<file path="src/rtl/cla_seq_add_ctrl_pkg.sv">
// Shared types and constants for the sequential carry-lookahead adder.
// Used by cla_seq_add_ctrl and its 7-bit slice.
package cla_seq_pkg;

  localparam int SLICE_W = 7;

  typedef enum logic [1:0] {
    ST_IDLE = 2'd0,
    ST_RUN  = 2'd1,
    ST_DONE = 2'd2
  } state_e;

  // Slice counter width; a single-slice configuration still needs one bit.
  function automatic int idx_width(input int nslice);
    return (nslice <= 1) ? 1 : $clog2(nslice);
  endfunction

endpackage

</file>
<file path="src/rtl/cla_seq_add_ctrl_if.sv">
// Operand/result handshake bundle for cla_seq_add_ctrl.
// master = requester/consumer side, slave = the adder.
interface cla_seq_add_ctrl_if #(
  parameter int WIDTH = 28
);
  logic             in_valid;
  logic             in_ready;
  logic [WIDTH-1:0] a;
  logic [WIDTH-1:0] b;
  logic             cin;
  logic             sub;
  logic             out_valid;
  logic             out_ready;
  logic [WIDTH-1:0] sum;
  logic             cout;

  modport master (
    output in_valid, a, b, cin, sub, out_ready,
    input  in_ready, out_valid, sum, cout
  );

  modport slave (
    input  in_valid, a, b, cin, sub, out_ready,
    output in_ready, out_valid, sum, cout
  );
endinterface

</file>
<file path="src/rtl/cla_seq_add_ctrl_cla7_slice.sv">
// Combinational 7-bit carry-lookahead slice: every carry is a flat
// sum of generate/propagate products, no ripple between bit positions.
module cla7_slice
  import cla_seq_pkg::*;
(
  input  logic [SLICE_W-1:0] a7,
  input  logic [SLICE_W-1:0] b7,
  input  logic               ci,
  output logic [SLICE_W-1:0] s7,
  output logic               co
);
  logic [SLICE_W-1:0] p;
  logic [SLICE_W-1:0] g;
  logic [SLICE_W:0]   c;

  assign p = a7 ^ b7;
  assign g = a7 & b7;

  always_comb begin
    logic acc;
    logic pp;
    c    = '0;
    c[0] = ci;
    for (int i = 0; i < SLICE_W; i++) begin
      acc = g[i];
      pp  = p[i];
      for (int j = i - 1; j >= 0; j--) begin
        acc = acc | (pp & g[j]);
        pp  = pp & p[j];
      end
      c[i+1] = acc | (pp & ci);
    end
  end

  assign s7 = p ^ c[SLICE_W-1:0];
  assign co = c[SLICE_W];
endmodule

</file>
<file path="src/rtl/cla_seq_add_ctrl.sv">
// WIDTH-bit add/subtract stepped through one 7-bit CLA slice per cycle.
// Optional macro CLA_SEQ_EARLY_EXIT_EN: finish early once the carry and all higher operand bits are zero.
module cla_seq_add_ctrl
  import cla_seq_pkg::*;
#(
  parameter int WIDTH = 28
) (
  input  logic              clk,
  input  logic              rst_n,
  cla_seq_add_ctrl_if.slave bus,
  output logic              busy
);
  localparam int NSLICE = WIDTH / SLICE_W;
  localparam int IDX_W  = idx_width(NSLICE);

  if ((WIDTH % SLICE_W) != 0 || WIDTH < SLICE_W) begin : g_width_chk
    $error("cla_seq_add_ctrl: WIDTH must be a positive multiple of 7");
  end

  state_e           state_q, state_d;
  logic [WIDTH-1:0] a_q, a_d;
  logic [WIDTH-1:0] b_q, b_d;
  logic [WIDTH-1:0] sum_q, sum_d;
  logic             carry_q, carry_d;
  logic             cout_q, cout_d;
  logic [IDX_W-1:0] idx_q, idx_d;

  int               base;
  logic [SLICE_W-1:0] a7, b7, s7;
  logic             co;

  assign base = SLICE_W * int'(idx_q);
  assign a7   = a_q[base +: SLICE_W];
  assign b7   = b_q[base +: SLICE_W];

  cla7_slice u_slice (
    .a7 (a7),
    .b7 (b7),
    .ci (carry_q),
    .s7 (s7),
    .co (co)
  );

`ifdef CLA_SEQ_EARLY_EXIT_EN
  logic hi_zero;
  assign hi_zero = ((a_q | b_q) >> (base + SLICE_W)) == '0;
`endif

  always_comb begin
    state_d = state_q;
    a_d     = a_q;
    b_d     = b_q;
    sum_d   = sum_q;
    carry_d = carry_q;
    cout_d  = cout_q;
    idx_d   = idx_q;
    unique case (state_q)
      ST_IDLE: begin
        if (bus.in_valid) begin
          a_d     = bus.a;
          b_d     = bus.sub ? ~bus.b : bus.b;
          carry_d = bus.sub | bus.cin;
          idx_d   = '0;
          sum_d   = '0;
          state_d = ST_RUN;
        end
      end
      ST_RUN: begin
        sum_d[base +: SLICE_W] = s7;
        carry_d                = co;
        // The counter parks on the last slice instead of wrapping.
        if (idx_q == IDX_W'(NSLICE - 1)) begin
          cout_d  = co;
          state_d = ST_DONE;
        end
`ifdef CLA_SEQ_EARLY_EXIT_EN
        else if (!co && hi_zero) begin
          cout_d  = 1'b0;
          state_d = ST_DONE;
        end
`endif
        else begin
          idx_d = idx_q + IDX_W'(1);
        end
      end
      ST_DONE: begin
        if (bus.out_ready) state_d = ST_IDLE;
      end
      default: state_d = ST_IDLE;
    endcase
  end

  always_ff @(posedge clk) begin
    if (!rst_n) begin
      state_q <= ST_IDLE;
      a_q     <= '0;
      b_q     <= '0;
      sum_q   <= '0;
      carry_q <= 1'b0;
      cout_q  <= 1'b0;
      idx_q   <= '0;
    end else begin
      state_q <= state_d;
      a_q     <= a_d;
      b_q     <= b_d;
      sum_q   <= sum_d;
      carry_q <= carry_d;
      cout_q  <= cout_d;
      idx_q   <= idx_d;
    end
  end

  assign bus.in_ready  = (state_q == ST_IDLE);
  assign bus.out_valid = (state_q == ST_DONE);
  assign bus.sum       = sum_q;
  assign bus.cout      = cout_q;
  assign busy          = (state_q != ST_IDLE);
endmodule

</file>
<file path="src/flat_wrapper.sv">
// flat-port wrapper written by rule: the top's interface ports become plain ports
module cla_seq_add_ctrl_flat import cla_seq_pkg::*;
#(
  parameter int WIDTH = 28
)
  (clk, rst_n, busy, bus_in_valid, bus_a, bus_b, bus_cin, bus_sub, bus_out_ready, bus_in_ready, bus_out_valid, bus_sum, bus_cout);
  cla_seq_add_ctrl_if #(.WIDTH(WIDTH)) bus_i ();
  input  logic clk;
  input  logic rst_n;
  output logic busy;
  input wire logic [$bits(bus_i.in_valid)-1:0] bus_in_valid;
  input wire logic [$bits(bus_i.a)-1:0] bus_a;
  input wire logic [$bits(bus_i.b)-1:0] bus_b;
  input wire logic [$bits(bus_i.cin)-1:0] bus_cin;
  input wire logic [$bits(bus_i.sub)-1:0] bus_sub;
  input wire logic [$bits(bus_i.out_ready)-1:0] bus_out_ready;
  output wire logic [$bits(bus_i.in_ready)-1:0] bus_in_ready;
  output wire logic [$bits(bus_i.out_valid)-1:0] bus_out_valid;
  output wire logic [$bits(bus_i.sum)-1:0] bus_sum;
  output wire logic [$bits(bus_i.cout)-1:0] bus_cout;
  assign bus_i.in_valid = bus_in_valid;
  assign bus_i.a = bus_a;
  assign bus_i.b = bus_b;
  assign bus_i.cin = bus_cin;
  assign bus_i.sub = bus_sub;
  assign bus_i.out_ready = bus_out_ready;
  assign bus_in_ready = bus_i.in_ready;
  assign bus_out_valid = bus_i.out_valid;
  assign bus_sum = bus_i.sum;
  assign bus_cout = bus_i.cout;
  cla_seq_add_ctrl #(.WIDTH(WIDTH)) u_core (.clk(clk), .rst_n(rst_n), .bus(bus_i), .busy(busy));
endmodule
</file>
<file path="config.mk">
export PLATFORM = sky130hd
export DESIGN_NAME = cla_seq_add_ctrl_flat
export DESIGN_NICKNAME = d
export VERILOG_FILES = /design/src/rtl/cla_seq_add_ctrl_pkg.sv /design/src/rtl/cla_seq_add_ctrl_if.sv /design/src/rtl/cla_seq_add_ctrl_cla7_slice.sv /design/src/rtl/cla_seq_add_ctrl.sv /design/src/flat_wrapper.sv
export SDC_FILE = /design/constraint.sdc
export NUM_CORES = 1
export LEC_CHECK = 0
export ABC_CLOCK_PERIOD_IN_PS = 2450
export BUFFER_PORTS_ARGS = -buffer_cell sky130_fd_sc_hd__buf_2
export CAP_MARGIN = 20
export CORE_ASPECT_RATIO = 1.75
export CORE_UTILIZATION = 49
export DETAILED_ROUTE_END_ITERATION = 8
export PLACE_DENSITY = 0.72
export SLEW_MARGIN = 20
export SYNTH_ARGS = -nofsm -noshare
export SYNTH_HDL_FRONTEND = slang
export SYNTH_SLANG_ARGS = --single-unit
</file>
<file path="constraint.sdc">
create_clock -name clk -period 2.45 [get_ports clk]
set_input_delay 0.1225 -clock clk [delete_from_list [all_inputs] [get_ports clk]]
set_output_delay 0.1225 -clock clk [all_outputs]
set_load 0.01 [all_outputs]
</file>
==> flow_metrics.tcl, run 1 <==
set metrics [dict create \
    finalPower_mw 3.76 \
    worstPathRequired_ps 2680 \
    p_leak_nw 2.17 \
    crit_arrival_ps 2630 \
    die_y_um 127 \
    holdBufCountCts 0 \
    reg2regPathDepth 7 \
    netlist_instances 452 \
    synth_cell_type_count 50 \
    ys_ff_latch 90 \
    pin_count 94 \
    worstSetupStartpoint "u_core.idx_q[0]$_SDFFE_PN0P_" \
    syn_area_mm2 0.00437 \
    clk_pin_slew_ps 60 \
    outcome "finished, final reports clean" \
    hp-class "in -> reg" \
    drv_cap 0 \
    gr-usage-all-layers 0.227 \
    cts_tree "yes" \
    syn-num-nets 527 \
    grt.overflow.total 0 \
    endpoint "u_core.bus.sum[27]$_SDFFE_PN0P_" \
    grt_pass1_wl_um 15800 \
    rows 45 \
    ys_seq_area_frac 0.412 \
    worstSetupStartpointType "register" \
    tightest_slew_ps 713 \
    core_area_mm2 0.00867 \
    drt_wl_total_um 10200 \
    grt_antenna_before_repair 0 \
    grt_max_degree 54 \
    firstDrtPassIters 5 \
    cts_buffer_depth 2 \
    drc 0 \
    port-buffer-count 93 \
    crit_fanout 7 \
    slew_headroom 0.524 \
    yosysTopAreaCell "dfxtp_1" \
    rsz0062_at_grt "yes" \
    timing.rr.end "u_core.bus.sum[27]$_SDFFE_PN0P_" \
    yosys.area.top_type_share 0.412 \
    dieArea_mm2 0.00932 \
    r2r-start "u_core.idx_q[0]$_SDFFE_PN0P_" \
    die_w_um 73.4 \
    hpwl_um 7400 \
    numCtsBuffers 9 \
    synth_most_common_cell "dfxtp_1" \
    routed_via_density 5.34 \
    synthArstFlopShare 0 \
    numClockSinks 90 \
    setup_viol 0 \
    start_util 0.504 \
    syn2layout_area_growth_pct 22.7 \
    p_per_area_mw_per_mm2 700 \
    ctsHtreeMaxLevel 3 \
    synth_ff_type "dfxtp_1" \
    final_util 0.619 \
    crit_slowest_cell "mux4_2" \
    wl_per_cell_um 15.3 \
    vias 3552 \
    slew_violations 0 \
    fin_crit_sh 0.983 \
    yosys-top-cells-count "dfxtp_1, nand2_1, nor2_1, a21oi_1, xnor2_1" \
    first_global_vias 3365 \
    yosys-top-cells-area "dfxtp_1, a211oi_2, mux4_2, nand2_1, xnor2_1" \
    crit_chain "buf_12, mux4_2, ha_4, nand4_1, a32oi_2, xnor2_2, o21ai_1" \
    synth.avg_cell_area_um2 9.67 \
    layout-drive-gt1-share 0.358 \
    yosys_warnings 0 \
    clk_latency_ps 340 \
    synth_edf_count 0 \
    clock-root-buffer "clkbuf_16" \
    drt_iter0_drc 129 \
    ff2ff_setup_slack_ps 40 \
    antenna_cells 0 \
    max_freq_mhz 415 \
    cp-end-kind "register" \
    vdd_drop_max_v 0.000614 \
    nets 618 \
    critPathKind "reg -> reg" \
    fin_worst_skew_ps 7.53 \
    hold_violations 0 \
    slowest_delay_ps 560 \
    ant_nets 0 \
    place_congestion 0.827 \
    min_period_ps 2410 \
]
-- how the worst min path moves through the flow --
| stage | startpoint | endpoint | slack, ps | cells after the start |
|---|---|---|---|---|
| after floorplan | bus_a[0] | u_core.a_q[0]$_SDFFE_PN0P_ | 260 | 2 |
| after global placement | bus_a[22] | u_core.a_q[22]$_SDFFE_PN0P_ | 370 | 3 |
| after detailed placement | bus_a[14] | u_core.a_q[14]$_SDFFE_PN0P_ | 370 | 3 |
| after CTS | bus_a[4] | u_core.a_q[4]$_SDFFE_PN0P_ | 10 | 3 |
| after global routing | bus_a[15] | u_core.a_q[15]$_SDFFE_PN0P_ | 20 | 3 |
| final | bus_a[4] | u_core.a_q[4]$_SDFFE_PN0P_ | 20 | 3 |
-- report_power, final --
group          internal [mW]  switching, mW
Clock                  0.917          0.552
Sequential              1.55         0.0583
Combinational          0.314          0.369
Total                   2.78          0.979
-- critical path: cells and delay by family (launching register included) --
kind	cells	cell delay, ps
compound gates	2	490
xor+xnor	1	190
fa+ha+maj	1	300
buf+inv	1	140
flops	1	400
mux	1	560
simple gates	1	220
-- metal layers --
metal | global-route usage | wire length [um]
met5 | 0 | 0
met4 | 0.106 | 326
met3 | 0.0524 | 490
met2 | 0.405 | 5490
met1 | 0.247 | 3860
-- final cells by class --
cell class,count,area [um^2]
Multi-Input combinational cell,319,2400
Sequential cell,90,1810
Clock inverter,5,77.6
Inverter,12,45.0
Timing Repair Buffer,111,646
Clock buffer,11,243
Tap cell,117,146
Fill cell,774,3310
-- registers in the layout, indices dropped and copies added (netlist names) --
register and cells:
u_core.a_q 28, u_core.b_q 28, u_core.bus.sum 28, u_core.idx_q 2, u_core.state_q 2, u_core.bus.cout 1, u_core.carry_q 1
-- metrics by stage --
| stage | setup WS [ps] | std cells | hold slack [ps] | area, um^2 | TNS (ps) |
|---|---|---|---|---|---|
| finish | 41.6 | 665 | 19.6 | 5360 | 0 |
| floorplan | 31.9 | 452 | 258 | 4380 | 0 |
| CTS | 4.18 | 663 | 10.6 | 5270 | 0 |
| detailed placement | -135 | 647 | 370 | 4940 | -1640 |
| global route | -81.0 | 665 | 21.1 | 5360 | -317 |
| global placement | -63.8 | 647 | 368 | 4940 | -397 |
-- kinds of logic after synthesis --
| family | Yosys count | synth area share |
|---|---|---|
| compound gates | 108 | 0.191 |
| xor+xnor | 32 | 0.0641 |
| fa+ha+maj | 13 | 0.0389 |
| buf+inv | 43 | 0.0578 |
| flops | 90 | 0.412 |
| mux | 15 | 0.0744 |
| simple gates | 151 | 0.161 |
-- placed cells by master (no fill, tap or decap), types with 3 or more instances in the layout --
| cell | netlist | final |
|---|---|---|
| buf_12 | 0 | 3 |
| nand2b_1 | 3 | 3 |
| inv_1 | 11 | 11 |
| buf_2 | 7 | 93 |
| a21oi_1 | 33 | 32 |
| nor2_1 | 46 | 46 |
| ha_4 | 0 | 3 |
| a211oi_2 | 28 | 28 |
| ha_1 | 12 | 9 |
| xnor2_1 | 29 | 28 |
| a22oi_1 | 13 | 13 |
| o21ai_0 | 6 | 6 |
| clkbuf_16 | 0 | 9 |
| nand3_1 | 16 | 16 |
| o21ai_1 | 13 | 13 |
| mux4_2 | 14 | 14 |
| nand2_1 | 68 | 68 |
| dfxtp_1 | 90 | 89 |
| a21o_1 | 5 | 5 |
| buf_4 | 3 | 14 |
-- timing repair --
action | in CTS | in global routing
pin swaps | 0 | 7
setup buffers | 0 | 2
gates resized for setup | 2 | 11
endpoints found under the setup margin | 22 | 22
Power figures use the tool's default switching activity.
==> run 2, diff against run 1 <==
--- a/config.mk
+++ b/config.mk
@@ -5,14 +5,16 @@
 export SDC_FILE = /design/constraint.sdc
 export NUM_CORES = 1
 export LEC_CHECK = 0
-export ABC_CLOCK_PERIOD_IN_PS = 2450
+export ABC_CLOCK_PERIOD_IN_PS = 2600
 export BUFFER_PORTS_ARGS = -buffer_cell sky130_fd_sc_hd__buf_2
 export CAP_MARGIN = 20
 export CORE_ASPECT_RATIO = 1.75
-export CORE_UTILIZATION = 49
+export CORE_UTILIZATION = 54
 export DETAILED_ROUTE_END_ITERATION = 8
-export PLACE_DENSITY = 0.72
+export PLACE_DENSITY = 0.76
+export SKIP_LAST_GASP = 1
 export SLEW_MARGIN = 20
 export SYNTH_ARGS = -nofsm -noshare
 export SYNTH_HDL_FRONTEND = slang
+export SYNTH_HIERARCHICAL = 1
 export SYNTH_SLANG_ARGS = --single-unit
==> constraint.sdc (replaced) <==
create_clock -name clk -period 2.6 [get_ports clk]
set_input_delay 0.13 -clock clk [delete_from_list [all_inputs] [get_ports clk]]
set_output_delay 0.13 -clock clk [all_outputs]
set_load 0.01 [all_outputs]
==> flow_metrics.tcl, run 2 <==
set metrics [dict create \
    core_area_mm2 0.00728 \
    timing.rr.end "u_core/carry_q$_SDFFE_PN0P_" \
    synth_ff_type "dfxtp_1" \
    synth_most_common_cell "dfxtp_1" \
    clock-root-buffer "clkbuf_16" \
    numCtsBuffers 9 \
    numClockSinks 90 \
    synth.avg_cell_area_um2 9.83 \
    final_util 0.697 \
    netlist_instances 415 \
    worstSetupStartpoint "u_core/idx_q[0]$_SDFFE_PN0P_" \
    crit_arrival_ps 2800 \
    finalSetupTns_ps 0 \
    vdd_drop_max_v 0.000623 \
    p_leak_nw 2.12 \
    syn2layout_area_growth_pct 24.5 \
    dieArea_mm2 0.00792 \
    grt_pass1_wl_um 14400 \
    syn_area_mm2 0.00408 \
    rsz0062_at_grt "yes" \
    firstDrtPassIters 5 \
    finalPower_mw 3.48 \
    hold_violations 0 \
    slew_headroom 0.479 \
    ctsHtreeMaxLevel 3 \
    drt_wl_total_um 9680 \
    r2r-start "u_core/idx_q[0]$_SDFFE_PN0P_" \
    pin_count 94 \
    ant_nets 0 \
    layout_common_cells "buf_2, dfxtp_1, nand2_1" \
    grt_max_degree 85 \
    clk_pin_slew_ps 60 \
    ys_seq_area_frac 0.442 \
    ff2ff_setup_slack_ps 50 \
    tightest_slew_ps 782 \
    outcome "finished, final reports clean" \
    drv_cap 0 \
    hpwl_um 6790 \
    routed_via_density 5.65 \
    die_y_um 117 \
    synth_edf_count 0 \
    cts_tree "yes" \
    place_congestion 0.844 \
    vias 3340 \
    p_per_area_mw_per_mm2 685 \
    seq_power_share 0.431 \
    wl_per_cell_um 16.4 \
    worst_slack_ps 46.7 \
    reg2regPathDepth 10 \
    fin_worst_skew_ps 5.25 \
    rows 41 \
    min_period_ps 2550 \
    yosys-top-cells-count "dfxtp_1, nand2_1, nor2_1, xnor2_1, a21oi_1" \
    clkPwrFrac 0.411 \
    netSwitchingFraction 0.247 \
    pre_cts_ws_ps 30.9 \
    p_sw_mw 0.858 \
    yosysTopAreaCell "dfxtp_1" \
    cts_buffer_depth 2 \
    fin_crit_sh 0.982 \
    drc 0 \
    gr-usage-all-layers 0.252 \
    final_common_cell "buf_2" \
    syn-num-nets 492 \
    internal_power_mw 2.62 \
    timing.hold.ws_ps 23.5 \
    yosys-top-cells-area "dfxtp_1, mux4_2, xnor2_1, a22o_1, nand2_1" \
    clk_latency_ps 340 \
    cp-end-kind "register" \
    antenna_cells 0 \
    synth_cell_type_count 43 \
    yosys.area.top_type_share 0.442 \
    grt_antenna_before_repair 0 \
    first_global_vias 3062 \
    worstSetupStartpointType "register" \
    ys_ff_latch 90 \
    critPathKind "reg -> reg" \
    worstPathRequired_ps 2840 \
    crit_fanout 7 \
    grt.overflow.total 0 \
    yosys_warnings 6 \
    setup_viol 0 \
    synthArstFlopShare 0 \
    slew_violations 0 \
    endpoint "u_core/carry_q$_SDFFE_PN0P_" \
    port-buffer-count 93 \
    drt_iter0_drc 200 \
    start_util 0.560 \
    max_freq_mhz 392 \
    p_comb_frac 0.159 \
    nets 577 \
    die_w_um 67.7 \
    layout-drive-gt1-share 0.303 \
    hp-class "in -> reg" \
]
[run 2: cell types whose count changed after synthesis, moves of 4 or more]
cell      delta
a22o_1      +28
a211oi_1    +27
a211oi_2    -27
nand3_1     -16
a22oi_1     -13
nor2_1      -13
o21ai_1     -13
buf_6        -8
o21a_1       +5
buf_2        +4
xnor2_1      +4
[run 2: kinds of logic (layout without fill, tap and decap cells)]
group	count (synthesis)	after routing	share of synthesized area
mux	18	18	0.0871
compound gates	108	108	0.191
flops	90	90	0.442
xor+xnor	34	34	0.0730
simple gates	112	112	0.120
buf+inv	38	128	0.0393
fa+ha+maj	15	15	0.0479
[run 2: worst min path at each step]
stage	startpoint	endpoint	slack, ps	cells after the start
floorplan	bus_a[0]	u_core/a_q[0]$_SDFFE_PN0P_	270	2
global placement	bus_a[22]	u_core/a_q[22]$_SDFFE_PN0P_	370	3
detailed placement	bus_a[18]	u_core/a_q[18]$_SDFFE_PN0P_	380	3
CTS	bus_a[18]	u_core/a_q[18]$_SDFFE_PN0P_	10	3
global route	bus_a[26]	u_core/a_q[26]$_SDFFE_PN0P_	20	3
finish	bus_a[13]	u_core/a_q[13]$_SDFFE_PN0P_	20	3
[run 2: stage by stage]
stage               instance area (um^2)  cells
global route                        5080    591
global placement                    4610    573
CTS                                 4950    589
detailed placement                  4610    573
floorplan                           4090    415
finish                              5080    591
[run 2: power by group through the flow]
stage | Combinational (mW) | Sequential, mW | Clock, mW
3_5_place_dp | 0.500 | 1.52 | 0
4_1_cts | 0.503 | 1.49 | 1.45
6_report | 0.552 | 1.50 | 1.43
2_1_floorplan | 0.352 | 1.51 | 0
3_3_place_gp | 0.486 | 1.52 | 0
5_1_grt | 0.597 | 1.50 | 1.53
[run 2: timing repair]
item | CTS | global route
hold buffers | 0 | 0
setup endpoints to repair | 0 | 13
setup buffers | 0 | 1
gates resized for setup | 0 | 15
[run 2: worst max-delay path: stages (launching register included)]
cell     delay [ps]
dfxtp_4         390
buf_12          140
mux4_2          510
ha_1            330
o21ai_1         120
o21ba_2         260
o21ai_4         190
a21o_1          150
nand2_1          50
o21a_1          100
o32ai_1         220
[run 2: area by class of cell]
cell class | instances | area [um^2]
Clock buffer | 12 | 267
Clock inverter | 4 | 72.6
Fill cell | 578 | 2200
Inverter | 10 | 37.5
Multi-Input combinational cell | 287 | 2210
Sequential cell | 90 | 1810
Tap cell | 86 | 108
Timing Repair Buffer | 102 | 579
[run 2: routing by layer]
metal / wire (um) / share of wire / GRT usage / vias to the layer above
met5: 0 / 0 / 0 / -
met4: 285 / 0.029 / 0.126 / 0
met3: 419 / 0.043 / 0.0591 / 25
met2: 5340 / 0.55 / 0.450 / 105
met1: 3630 / 0.38 / 0.267 / 1572
li1: - / - / - / 1638
==> run 3, diff against run 2 <==
--- a/config.mk
+++ b/config.mk
@@ -5,11 +5,12 @@
 export SDC_FILE = /design/constraint.sdc
 export NUM_CORES = 1
 export LEC_CHECK = 0
+export ABC_AREA = 1
 export ABC_CLOCK_PERIOD_IN_PS = 2600
 export BUFFER_PORTS_ARGS = -buffer_cell sky130_fd_sc_hd__buf_2
 export CAP_MARGIN = 20
 export CORE_ASPECT_RATIO = 1.75
-export CORE_UTILIZATION = 54
+export CORE_UTILIZATION = 55
 export DETAILED_ROUTE_END_ITERATION = 8
 export PLACE_DENSITY = 0.76
 export SKIP_LAST_GASP = 1
==> flow_metrics.tcl, run 3 <==
set metrics [dict create \
    grt_util_met1 0.266 \
    syn2layout_area_growth_pct 18.0 \
    crit_arrival_ps 2820 \
    grt_antenna_before_repair 0 \
    instances_no_fill 890 \
    die_y_um 125 \
    final_util 0.673 \
    synth_ff_type "dfxtp_1" \
    holdBufCountCts 0 \
    worst_slack_ps 45.1 \
    drc 0 \
    setup_viol 0 \
    met2_usage 0.510 \
    layout-drive-gt1-share 0.192 \
    slowest_delay_ps 350 \
    cts_buffer_depth 2 \
    layout_common_cells "nor2_1, nand2_1, buf_2" \
    grt_pass1_wl_um 19600 \
    fin_crit_sh 0.983 \
    ff2ff_setup_slack_ps 50 \
    hold_violations 0 \
    die_w_um 72.2 \
    numClockSinks 90 \
    cp-end-kind "register" \
    synth_cell_type_count 28 \
    p_per_area_mw_per_mm2 701 \
    yosys_warnings 6 \
    drt_wl_total_um 12300 \
    numCtsBuffers 9 \
    place_area_mm2 0.00523 \
    vias 4632 \
    routed_via_density 5.20 \
    port-buffer-count 93 \
    start_util 0.571 \
    path_common_cell "nand2_1" \
    firstDrtPassIters 5 \
    fin_worst_skew_ps 5.51 \
    clk_pin_slew_ps 60 \
    drt_iter0_drc 217 \
    ys_seq_area_frac 0.380 \
    syn-num-nets 771 \
    dieArea_mm2 0.00901 \
    yosys-top-cells-area "dfxtp_1, nor2_1, nand2_1, o21ai_0, xnor2_1" \
    clk_latency_ps 340 \
    final_common_cell "nor2_1" \
    min_to "u_core/a_q[5]$_SDFFE_PN0P_" \
    worstPathRequired_ps 2870 \
    core_area_mm2 0.00831 \
    min_period_ps 2550 \
    first_global_vias 4443 \
    cts_tree "yes" \
    grt.overflow.total 0 \
    critPathKind "reg -> reg" \
    slew_violations 0 \
    timing.rr.end "u_core/bus.sum[23]$_SDFFE_PN0P_" \
    rows 44 \
    pin_count 94 \
    reg2regPathDepth 12 \
    grt_max_degree 59 \
    nets 847 \
    netlist_instances 694 \
    post-route-cell-area_mm2 0.00560 \
    ant_nets 0 \
    yosys-top-cells-count "nor2_1, nand2_1, dfxtp_1, o21ai_0, nand3_1" \
    vdd_drop_max_v 0.000474 \
    rsz0062_at_grt "yes" \
    syn_area_mm2 0.00474 \
    crit_chain "clkinv_1, buf_6, nor2_1, o22ai_1, ha_1, nand2_1, a21oi_2, xor2_1, nand2_1, nor2_1, nand2_1, a21oi_1" \
    max_freq_mhz 391 \
    hp-class "in -> reg" \
    p_leak_nw 2.57 \
    pre_cts_ws_ps 108 \
    place_inst 874 \
    r2r-start "u_core/idx_q[0]$_SDFFE_PN0P_" \
    gr-usage-met3 0.0413 \
    outcome "finished, final reports clean" \
    synth_most_common_cell "nor2_1" \
    drv_cap 0 \
    synth_edf_count 0 \
    hpwl_um 9050 \
    yosysTopAreaCell "dfxtp_1" \
    hold_depth 3 \
    hold_start "bus_a[5]" \
    antenna_cells 0 \
    clock-root-buffer "clkbuf_16" \
    ctsHtreeMaxLevel 3 \
    crit_fanout 24 \
    gr-usage-all-layers 0.283 \
    synth.avg_cell_area_um2 6.83 \
    crit_slowest_cell "dfxtp_1" \
    place_congestion 0.985 \
    tightest_slew_ps 754 \
    synthArstFlopShare 0 \
    wl_per_cell_um 13.8 \
    ys_ff_latch 90 \
    worstSetupStartpointType "register" \
    timing.hold.ws_ps 35.8 \
    yosys.area.top_type_share 0.380 \
    grt-busiest-layer "met2" \
    slew_headroom 0.497 \
]
==> run 3: changes by cell type after synthesis, moves of 6 or more <==
| cell | previous run | this run |
|---|---|---|
| a211oi_1 | 28 | 0 |
| a21oi_1 | 32 | 23 |
| a22o_1 | 28 | 0 |
| buf_2 | 11 | 5 |
| buf_4 | 1 | 8 |
| clkbuf_1 | 12 | 20 |
| inv_1 | 9 | 28 |
| mux4_2 | 14 | 0 |
| nand2_1 | 65 | 131 |
| nand3_1 | 0 | 39 |
| nand3b_1 | 0 | 9 |
| nor2_1 | 33 | 192 |
| o21ai_0 | 3 | 57 |
| o22ai_1 | 1 | 14 |
==> run 3: layout make-up <==
class,count,area [um^2]
clock buffer,10,239
clock inverter,6,88.8
fill,746,2720
inverter,34,128
multi-input combinational,531,2630
sequential,90,1800
tap,115,144
timing repair buffer,104,568
==> run 3: power by group <==
group          switching, mW  internal, mW
combinational          0.610         0.357
sequential            0.0657          1.48
clock                  0.546         0.869
==> run 3: critical path, delay by kind of cell (launching register included) <==
kind	cells	cell delay [ps]
DFF	1	350
xor gates and xnor gates	1	340
and+or+nand+nor	5	660
buffers and inverters	2	280
AOI/OAI and AO/OA	3	500
adders and majority gates	1	340
==> run 3: what timing repair did <==
item / CTS / global route
gates resized for setup: 0 / 18
setup endpoints to repair: 0 / 11
setup buffers: 0 / 0
==> run 3: how the worst max path moves through the flow <==
stage,from,to,slack [ps],depth (start not counted)
6_report,u_core/idx_q[0]$_SDFFE_PN0P_,u_core/bus.sum[23]$_SDFFE_PN0P_,50,12
5_1_grt,u_core/idx_q[0]$_SDFFE_PN0P_,u_core/bus.sum[25]$_SDFFE_PN0P_,-60,15
4_1_cts,u_core/idx_q[0]$_SDFFE_PN0P_,u_core/bus.sum[24]$_SDFFE_PN0P_,30,14
3_5_place_dp,u_core/idx_q[0]$_SDFFE_PN0P_,u_core/bus.sum[24]$_SDFFE_PN0P_,110,14
3_3_place_gp,u_core/idx_q[0]$_SDFFE_PN0P_,u_core/bus.sum[24]$_SDFFE_PN0P_,130,14
2_1_floorplan,u_core/idx_q[0]$_SDFFE_PN0P_,u_core/bus.sum[26]$_SDFFE_PN0P_,320,14
==> run 3: cells by family (layout without fill, tap and decap cells) <==
logic type	count (synthesis)	count (layout)	share of synthesized area
AO/OA/AOI/OAI	96	96	0.106
adder cells (fa/ha/maj)	15	15	0.0412
XOR/XNOR	32	32	0.0607
AND/OR/NAND/NOR	388	388	0.339
flip-flops	90	90	0.380
buffers and inverters	73	154	0.0733
==> run 3: per-layer routing <==
| layer | part of all wire | wire length (um) |
|---|---|---|
| met1 | 0.35 | 4300 |
| met2 | 0.54 | 6590 |
| met3 | 0.037 | 456 |
| met4 | 0.078 | 960 |
| met5 | 0 | 0 |
==> run 3: metrics by stage <==
stage	TNS [ps]	power [mW]
CTS	0	3.90
detailed placement	0	2.49
floorplan	0	2.25
finish	0	3.92
global placement	0	2.48
global route	-178	4.12
